--- config.mk ---
export PLATFORM = sky130hd
export DESIGN_NAME = sva_result_collector
export DESIGN_NICKNAME = d
export VERILOG_FILES = /design/src/rtl/sva_result_collector.sv
export SDC_FILE = /design/constraint.sdc
export NUM_CORES = 1
export LEC_CHECK = 0
export BUFFER_PORTS_ARGS = -buffer_cell sky130_fd_sc_hd__buf_2
export CAP_MARGIN = 20
export CORE_UTILIZATION = 40
export CTS_CLUSTER_DIAMETER = 30
export CTS_CLUSTER_SIZE = 28
export DETAILED_ROUTE_END_ITERATION = 8
export MAX_ROUTING_LAYER = met4
export REMOVE_ABC_BUFFERS = 1
export SYNTH_ARGS = -nofsm -noshare
export SYNTH_HDL_FRONTEND = slang
export SYNTH_SLANG_ARGS = --single-unit
export TNS_END_PERCENT = 10
--- constraint.sdc ---
create_clock -name sys_clk -period 3.47 [get_ports sys_clk]
set_input_delay 0.694 -clock sys_clk [delete_from_list [all_inputs] [get_ports sys_clk]]
set_output_delay 0.694 -clock sys_clk [all_outputs]
set_load 0.01 [all_outputs]
--- src/rtl/sva_result_collector.sv ---
// Collects SVA checker event pulses over a start/stop run window and presents
// a final verdict through a valid/ready report handshake once the checker is idle.
module sva_result_collector #(
    parameter int unsigned CNT_WIDTH    = 16,
    parameter int unsigned PERIOD_WIDTH = 16,
    parameter int unsigned FAIL_LIMIT   = 1
) (
    input  logic                    sys_clk,
    input  logic                    sys_rst,
    input  logic                    start,
    input  logic                    stop,
    input  logic                    gclk_posedge_flag,
    input  logic                    busy,
    input  logic                    succ,
    input  logic                    fail,
    input  logic                    lazy_succ,
    output logic [CNT_WIDTH-1:0]    succ_cnt,
    output logic [CNT_WIDTH-1:0]    fail_cnt,
    output logic [CNT_WIDTH-1:0]    lazy_cnt,
    output logic [PERIOD_WIDTH-1:0] period_cnt,
    output logic                    first_fail_valid,
    output logic [PERIOD_WIDTH-1:0] first_fail_period,
    output logic                    abort,
    output logic                    report_valid,
    input  logic                    report_ready,
    output logic [1:0]              verdict
);

    typedef enum logic [1:0] {StIdle, StRun, StDrain, StReport} state_e;

    localparam logic [CNT_WIDTH-1:0] CntMax   = '1;
    localparam logic [CNT_WIDTH-1:0] LimitVal = CNT_WIDTH'(FAIL_LIMIT);

    state_e                  state_q, state_d;
    logic [CNT_WIDTH-1:0]    succ_d, fail_d, lazy_d;
    logic [PERIOD_WIDTH-1:0] period_d, first_fail_period_d;
    logic                    first_fail_valid_d, abort_d, report_valid_d;
    logic [1:0]              verdict_d;
    logic                    clear, count;

    function automatic logic [CNT_WIDTH-1:0] sat_inc(input logic [CNT_WIDTH-1:0] v,
                                                     input logic en);
        return (en && (v != CntMax)) ? v + 1'b1 : v;
    endfunction

    always_comb begin
        state_d             = state_q;
        succ_d              = succ_cnt;
        fail_d              = fail_cnt;
        lazy_d              = lazy_cnt;
        period_d            = period_cnt;
        first_fail_valid_d  = first_fail_valid;
        first_fail_period_d = first_fail_period;
        abort_d             = abort;
        report_valid_d      = 1'b0;
        verdict_d           = 2'b00;
        clear               = 1'b0;
        count               = 1'b0;

        unique case (state_q)
            StIdle: begin
                if (start) begin
                    clear   = 1'b1;
                    state_d = StRun;
                end
            end
            StRun: begin
                if (start) begin
                    clear = 1'b1;
                end else begin
                    count = 1'b1;
                    if (gclk_posedge_flag) period_d = period_cnt + 1'b1;
                    if (stop) state_d = StDrain;
                end
            end
            StDrain: begin
                count = 1'b1;
                if (!busy) state_d = StReport;
            end
            StReport: begin
                if (report_ready) state_d = StIdle;
            end
            default: state_d = StIdle;
        endcase

        if (clear) begin
            succ_d              = '0;
            fail_d              = '0;
            lazy_d              = '0;
            period_d            = '0;
            first_fail_valid_d  = 1'b0;
            first_fail_period_d = '0;
            abort_d             = 1'b0;
        end

        if (count) begin
            succ_d = sat_inc(succ_cnt, succ);
            fail_d = sat_inc(fail_cnt, fail);
            lazy_d = sat_inc(lazy_cnt, lazy_succ);
            // Capture uses the pre-increment period so a coincident edge is not counted.
            if (fail && !first_fail_valid) begin
                first_fail_valid_d  = 1'b1;
                first_fail_period_d = period_cnt;
            end
        end

        if ((state_q == StRun) && !start && (FAIL_LIMIT != 0) && (fail_d >= LimitVal)) begin
            abort_d = 1'b1;
            state_d = StDrain;
        end

        if (state_d == StReport) begin
            report_valid_d = 1'b1;
            if (fail_d != '0) begin
                verdict_d = 2'b10;
            end else if ((succ_d != '0) || (lazy_d != '0)) begin
                verdict_d = 2'b01;
            end else begin
                verdict_d = 2'b11;
            end
        end
    end

    always_ff @(posedge sys_clk) begin
        if (sys_rst) begin
            state_q           <= StIdle;
            succ_cnt          <= '0;
            fail_cnt          <= '0;
            lazy_cnt          <= '0;
            period_cnt        <= '0;
            first_fail_valid  <= 1'b0;
            first_fail_period <= '0;
            abort             <= 1'b0;
            report_valid      <= 1'b0;
            verdict           <= 2'b00;
        end else begin
            state_q           <= state_d;
            succ_cnt          <= succ_d;
            fail_cnt          <= fail_d;
            lazy_cnt          <= lazy_d;
            period_cnt        <= period_d;
            first_fail_valid  <= first_fail_valid_d;
            first_fail_period <= first_fail_period_d;
            abort             <= abort_d;
            report_valid      <= report_valid_d;
            verdict           <= verdict_d;
        end
    end

endmodule

==> results of run 1 <==
final cells by class:
| class | count | area, sq um |
|---|---|---|
| clock inverter | 6 | 51.3 |
| tap | 143 | 179 |
| clock buffer | 10 | 239 |
| inverter | 16 | 60.1 |
| timing repair buffer | 104 | 546 |
| fill | 1154 | 5860 |
| sequential | 87 | 1740 |
| multi-input combinational | 443 | 2790 |
kinds of logic after synthesis:
logic type	count (synthesis)	synth area share
xor+xnor	13	0.0241
flops	87	0.368
simple gates	276	0.304
buf+inv	46	0.0418
mux	15	0.0334
fa+ha+maj	10	0.0265
compound gates	129	0.201
layer usage:
| layer | part of all wire | up-vias | routed length [um] | global-route usage |
|---|---|---|---|---|
| met4 | 0.027 | 0 | 372 | 0.117 |
| met5 | 0 | - | 0 | - |
| met3 | 0.058 | 26 | 792 | 0.0328 |
| li1 | - | 2308 | - | - |
| met1 | 0.46 | 2257 | 6260 | 0.294 |
| met2 | 0.46 | 166 | 6230 | 0.366 |
worst reg2reg max path, cell delays in order, from the launching register on:
cell,delay [ps]
dfxtp_1,440
inv_1,140
ha_1,370
and2_1,220
or2_2,560
o311ai_1,240
o211ai_1,150
nor4_1,370
nand3_1,280
o41ai_2,390
placed cells by master (no fill, tap or decap), types with 3 or more instances in the layout:
| master | instances |
|---|---|
| a21oi_1 | 32 |
| a21o_1 | 3 |
| a22o_1 | 17 |
| inv_1 | 16 |
| and2_1 | 5 |
| xnor2_1 | 4 |
| nand4_1 | 19 |
| o311ai_1 | 5 |
| or3_1 | 12 |
| nand2b_1 | 7 |
| or2_2 | 6 |
| nor2b_1 | 14 |
| a31oi_1 | 8 |
| o211ai_1 | 7 |
| clkbuf_16 | 9 |
| xor2_1 | 9 |
| o2111ai_1 | 3 |
| nor3_1 | 22 |
| and4_1 | 7 |
| dfxtp_1 | 87 |
| buf_4 | 10 |
| mux2_2 | 6 |
| nand2_1 | 55 |
| ha_1 | 10 |
| nand4b_1 | 4 |
| buf_2 | 94 |
| nand3_1 | 28 |
| nor2_1 | 63 |
| nor4_1 | 9 |
| and3_1 | 10 |
| o31ai_1 | 3 |
| o21ai_0 | 13 |
| o311ai_0 | 3 |
| mux2i_1 | 9 |
| o41ai_1 | 3 |
per-stage QoR:
stage	cells	setup WS, ps	utilization
global placement	793	394	0.464
CTS	809	263	0.489
floorplan	546	669	-
detailed placement	793	270	0.464
global route	809	0.0453	0.489
finish	809	229	0.489
flip-flops by register name (all words and copies together) (netlist names):
signal,cells
abort,1
fail_cnt,16
first_fail_period,16
first_fail_valid,1
lazy_cnt,16
period_cnt,16
report_valid,1
state_q,2
succ_cnt,16
verdict,2
power groups by stage:
stage                     combinational [mW]  sequential, mW  clock [mW]
after detailed placement               0.122            1.03           0
after global routing                   0.134            1.01        1.01
after global placement                 0.120            1.03           0
after CTS                              0.122            1.01       0.979
after floorplan                       0.0633            1.03           0
final                                  0.123            1.01       0.957
final timing paths:
kind | start | end | slack [ps] | cells past startpoint
setup / recovery | state_q[1]$_SDFF_PP0_ | verdict[1]$_SDFF_PP0_ | 230 | 9
hold / removal | first_fail_period[12]$_SDFF_PP0_ | first_fail_period[12]$_SDFF_PP0_ | 480 | 1
setup reg to reg | state_q[1]$_SDFF_PP0_ | verdict[1]$_SDFF_PP0_ | 230 | 9
hold reg to reg | first_fail_period[12]$_SDFF_PP0_ | first_fail_period[12]$_SDFF_PP0_ | 480 | 1
timing repair:
action | 4_1_cts | 5_1_grt
endpoints found under the setup margin | 0 | 1
gates resized for setup | 0 | 1
hold buffers | 0 | 0
endpoints found under the hold margin | 0 | 0
==> flow_summary.ini, run 1 <==
[setup_path]
crit_type = reg2reg
worst_path_max_delay_cell = or2_2
setup.worst_path.end_class = flip-flop
slowest_delay_ps = 560
critical_path_arrival_ps = 3510
required_ps = 3730
cp_cell_sequence = inv_1, ha_1, and2_1, or2_2, o311ai_1, o211ai_1, nor4_1, nand3_1, o41ai_2
cp.buffers_inverters = 1
cp_top_family = simple AND/OR/NAND/NOR gates
cp_max_fo = 31
start_kind = flip-flop

[yosys]
synth_cell_types = 74
netlist.area_leader.share = 0.368
yosys_warnings = 0
ys_ff_latch = 87
synthTopCellsByCount = 87 x dfxtp_1, 63 x nor2_1, 55 x nand2_1, 32 x a21oi_1, 28 x nand3_1
async_flop_share = 0
ys_seq_area_frac = 0.368
synth_edf_count = 0
synth_area_leaders = dfxtp_1 37%, nor2_1 5.0%, nand2_1 4.4%
yosys.area.top_type = dfxtp_1
ys.flop_type = dfxtp_1
syn-cell-area_sq_um = 4730
synthCells = 576
yosysMostFrequentCell = dfxtp_1
postSynthAreaPerCell_sq_um = 8.21

[power]
powerDensity_nw_per_um2 = 372
finalPower_mw = 2.09
power_frac_comb = 0.059
ir_drop_mv = 0.332
p_sw_mw = 0.531
seqPwrFrac = 0.482
p_leak_nw = 2.23
power.internal_mw = 1.55
swShare = 0.255
p_clk_frac = 0.459

[floorplanning]
floorplan.rows = 39
die_x_um = 111
die_y_um = 111
io-pin-count = 95
initial_core_util = 0.412
coreArea_sq_um = 11500
die-area_sq_um = 12300

[timing]
hold_viol_final = 0
finalSetupViolations = 0
final.setup.tns_ps = 0
rsz0062_at_grt = no
relSlewSlack = 0.541
fin_crit_ps = 3240
hold_ws_ps = 475
fin_crit_sh = 0.934
finalMaxSlewViolations = 0
max_freq_ghz = 0.309
clock_skew_ps = 8.91
tightest_slew_ps = 688

[hold_path]
hold_class = reg2reg

[detailed_routing]
drt_iter0_drc = 274
avgViaCountPerCell = 5.88
drc = 0
wl_per_cell_um = 16.9
drtPass1Iterations = 5
ant_nets = 0
wirelength_um = 13700
vias = 4757

[cts]
cts_setup_buffers = 0
root_buffer = clkbuf_16
path_clk_slew_ps = 70
insertion_delay_ps = 360
htreeDepth = 3
clock-sinks = 87
cts_buffers = 9
cts_buffer_depth = 2
cts_tree = done

[job]
max_cap_viol_count = 0

[outcome]
outcome = complete, no violations

[place]
dp_hpwl_um = 10100
io_buffers = 94
routabilityCongestion = 0.887
placed_area_sq_um = 5320

[grt]
grt_overflow_total = 0
antenna_found_initial = 0
grt_max_degree = 38
grt_util_all_layers = 0.234
grt_pass1_vias = 4342
grt_pass1_wl_um = 22300

[cells_and_area]
nNetsFinal = 681
area_growth_pct = 18.7
antenna_cells = 0
design_area_sq_um = 5610
drive_above_1_share = 0.218
Power figures use the tool's default switching activity.
==> run 2, diff against run 1 <==
--- a/config.mk
+++ b/config.mk
@@ -7,7 +7,7 @@
 export LEC_CHECK = 0
 export BUFFER_PORTS_ARGS = -buffer_cell sky130_fd_sc_hd__buf_2
 export CAP_MARGIN = 20
-export CORE_UTILIZATION = 40
+export CORE_UTILIZATION = 30
 export CTS_CLUSTER_DIAMETER = 30
 export CTS_CLUSTER_SIZE = 28
 export DETAILED_ROUTE_END_ITERATION = 8
==> flow_summary.ini, run 2 (synthesis gave the netlist of run 1 again) <==
[outcome]
outcome = complete, no violations

[floorplanning]
floorplan.rows = 45
die-area_sq_um = 16300
die_y_um = 128
coreArea_sq_um = 15300
io-pin-count = 95
initial_core_util = 0.309
die_x_um = 128

[power]
p_clk_frac = 0.481
ir_drop_mv = 0.221
p_leak_nw = 2.24
swShare = 0.256
powerDensity_nw_per_um2 = 379
seqPwrFrac = 0.463
power_frac_comb = 0.056
power.internal_mw = 1.61
p_sw_mw = 0.557

[timing]
tightest_slew_ps = 789
fin_crit_sh = 0.900
final.setup.tns_ps = 0
finalMaxSlewViolations = 0
max_freq_ghz = 0.320
finalSetupViolations = 0
relSlewSlack = 0.471
fin_crit_ps = 3120
clock_skew_ps = 10.1
hold_ws_ps = 460
rsz0062_at_grt = no
hold_viol_final = 0

[setup_path]
slowest_delay_ps = 430
setup.worst_path.end_class = flip-flop
required_ps = 3730
worst_path_max_delay_cell = dfxtp_1
cp_max_fo = 11
critical_path_arrival_ps = 3380
crit_type = reg2reg
start_kind = flip-flop
cp_cell_sequence = inv_1, ha_1, and2_1, o21ai_1, o311ai_1, o31ai_1, nor4_1, nand3_1, o41ai_2

[grt]
grt_pass1_wl_um = 22000
grt_max_degree = 46
antenna_found_initial = 0
grt_pass1_vias = 4109
grt_util_all_layers = 0.177
grt_overflow_total = 0

[hold_path]
hold_class = reg2reg

[place]
placed_cells = 860
io_buffers = 94
routabilityCongestion = 0.882
dp_hpwl_um = 10100

[cells_and_area]
final_common_cell = buf_2
antenna_cells = 0
drive_above_1_share = 0.216
nNetsFinal = 681
area_growth_pct = 21.0
fin_cells = 877
fillers = 1637
final_cell_mix = 94 x buf_2, 87 x dfxtp_1, 63 x nor2_1

[detailed_routing]
drc = 0
drt_iter0_drc = 406
top_layer_used = met4
wl_met3_um = 740
wl_per_cell_um = 15.8
avgViaCountPerCell = 5.33
wirelength_um = 13900
ant_nets = 0
vias = 4677
dr_wl_met2_um = 5980
met1_length_um = 6800
drtPass1Iterations = 5

[cts]
cts_buffer_depth = 2
cts_buffers = 9
insertion_delay_ps = 360
cts_resized = 0
cts_tree = done
cts-hold-fix-buffers = 0
root_buffer = clkbuf_16
htreeDepth = 3
path_clk_slew_ps = 80
clock-sinks = 87
cts_setup_buffers = 0

[job]
max_cap_viol_count = 0
==> run 2: layer usage <==
layer	up-vias	global-route usage
met2	166	0.263
li1	2324	-
met1	2167	0.236
met3	20	0.0293
met4	0	0.0770
met5	-	-
==> run 2: area by class of cell <==
class                      instances  area [sq um]  area share
clock buffer                       9           225      0.0394
clock inverter                     7          88.8      0.0155
sequential                        87          1740       0.304
multi-input combinational        443          2790       0.488
tap                              211           264      0.0461
inverter                          16          60.1      0.0105
timing repair buffer             104           549      0.0960
==> run 2: per-stage QoR <==
stage                      util  total power, mW  cell area, sq um  setup slack [ps]
after detailed placement  0.352             1.15              5400               384
after floorplan               -             1.09              4590               669
final                     0.374             2.17              5720               349
after global routing      0.374             2.26              5720              78.1
after global placement    0.352             1.15              5400               461
after CTS                 0.373             2.20              5710               335
==> run 2: worst paths after layout <==
kind | from | endpoint | slack (ps) | depth (start not counted)
setup / recovery | state_q[1]$_SDFF_PP0_ | verdict[1]$_SDFF_PP0_ | 350 | 9
setup reg to reg | state_q[1]$_SDFF_PP0_ | verdict[1]$_SDFF_PP0_ | 350 | 9
hold reg to reg | abort$_SDFFE_PP0P_ | abort$_SDFFE_PP0P_ | 460 | 2
hold / removal | abort$_SDFFE_PP0P_ | abort$_SDFFE_PP0P_ | 460 | 2
==> run 2: power groups by stage <==
stage | logic, mW | registers (mW) | clock network [mW]
CTS | 0.122 | 1.00 | 1.08
global placement | 0.121 | 1.03 | 0
detailed placement | 0.121 | 1.03 | 0
floorplan | 0.0633 | 1.03 | 0
global route | 0.134 | 1.00 | 1.12
finish | 0.122 | 1.00 | 1.04
==> run 2: critical path, delay by kind of cell (launching register included) <==
family | cells | cell delay (ps)
AOI/OAI and AO/OA | 4 | 1200
and+or+nand+nor | 3 | 880
DFF | 1 | 430
adders and majority gates | 1 | 380
buffers and inverters | 1 | 130
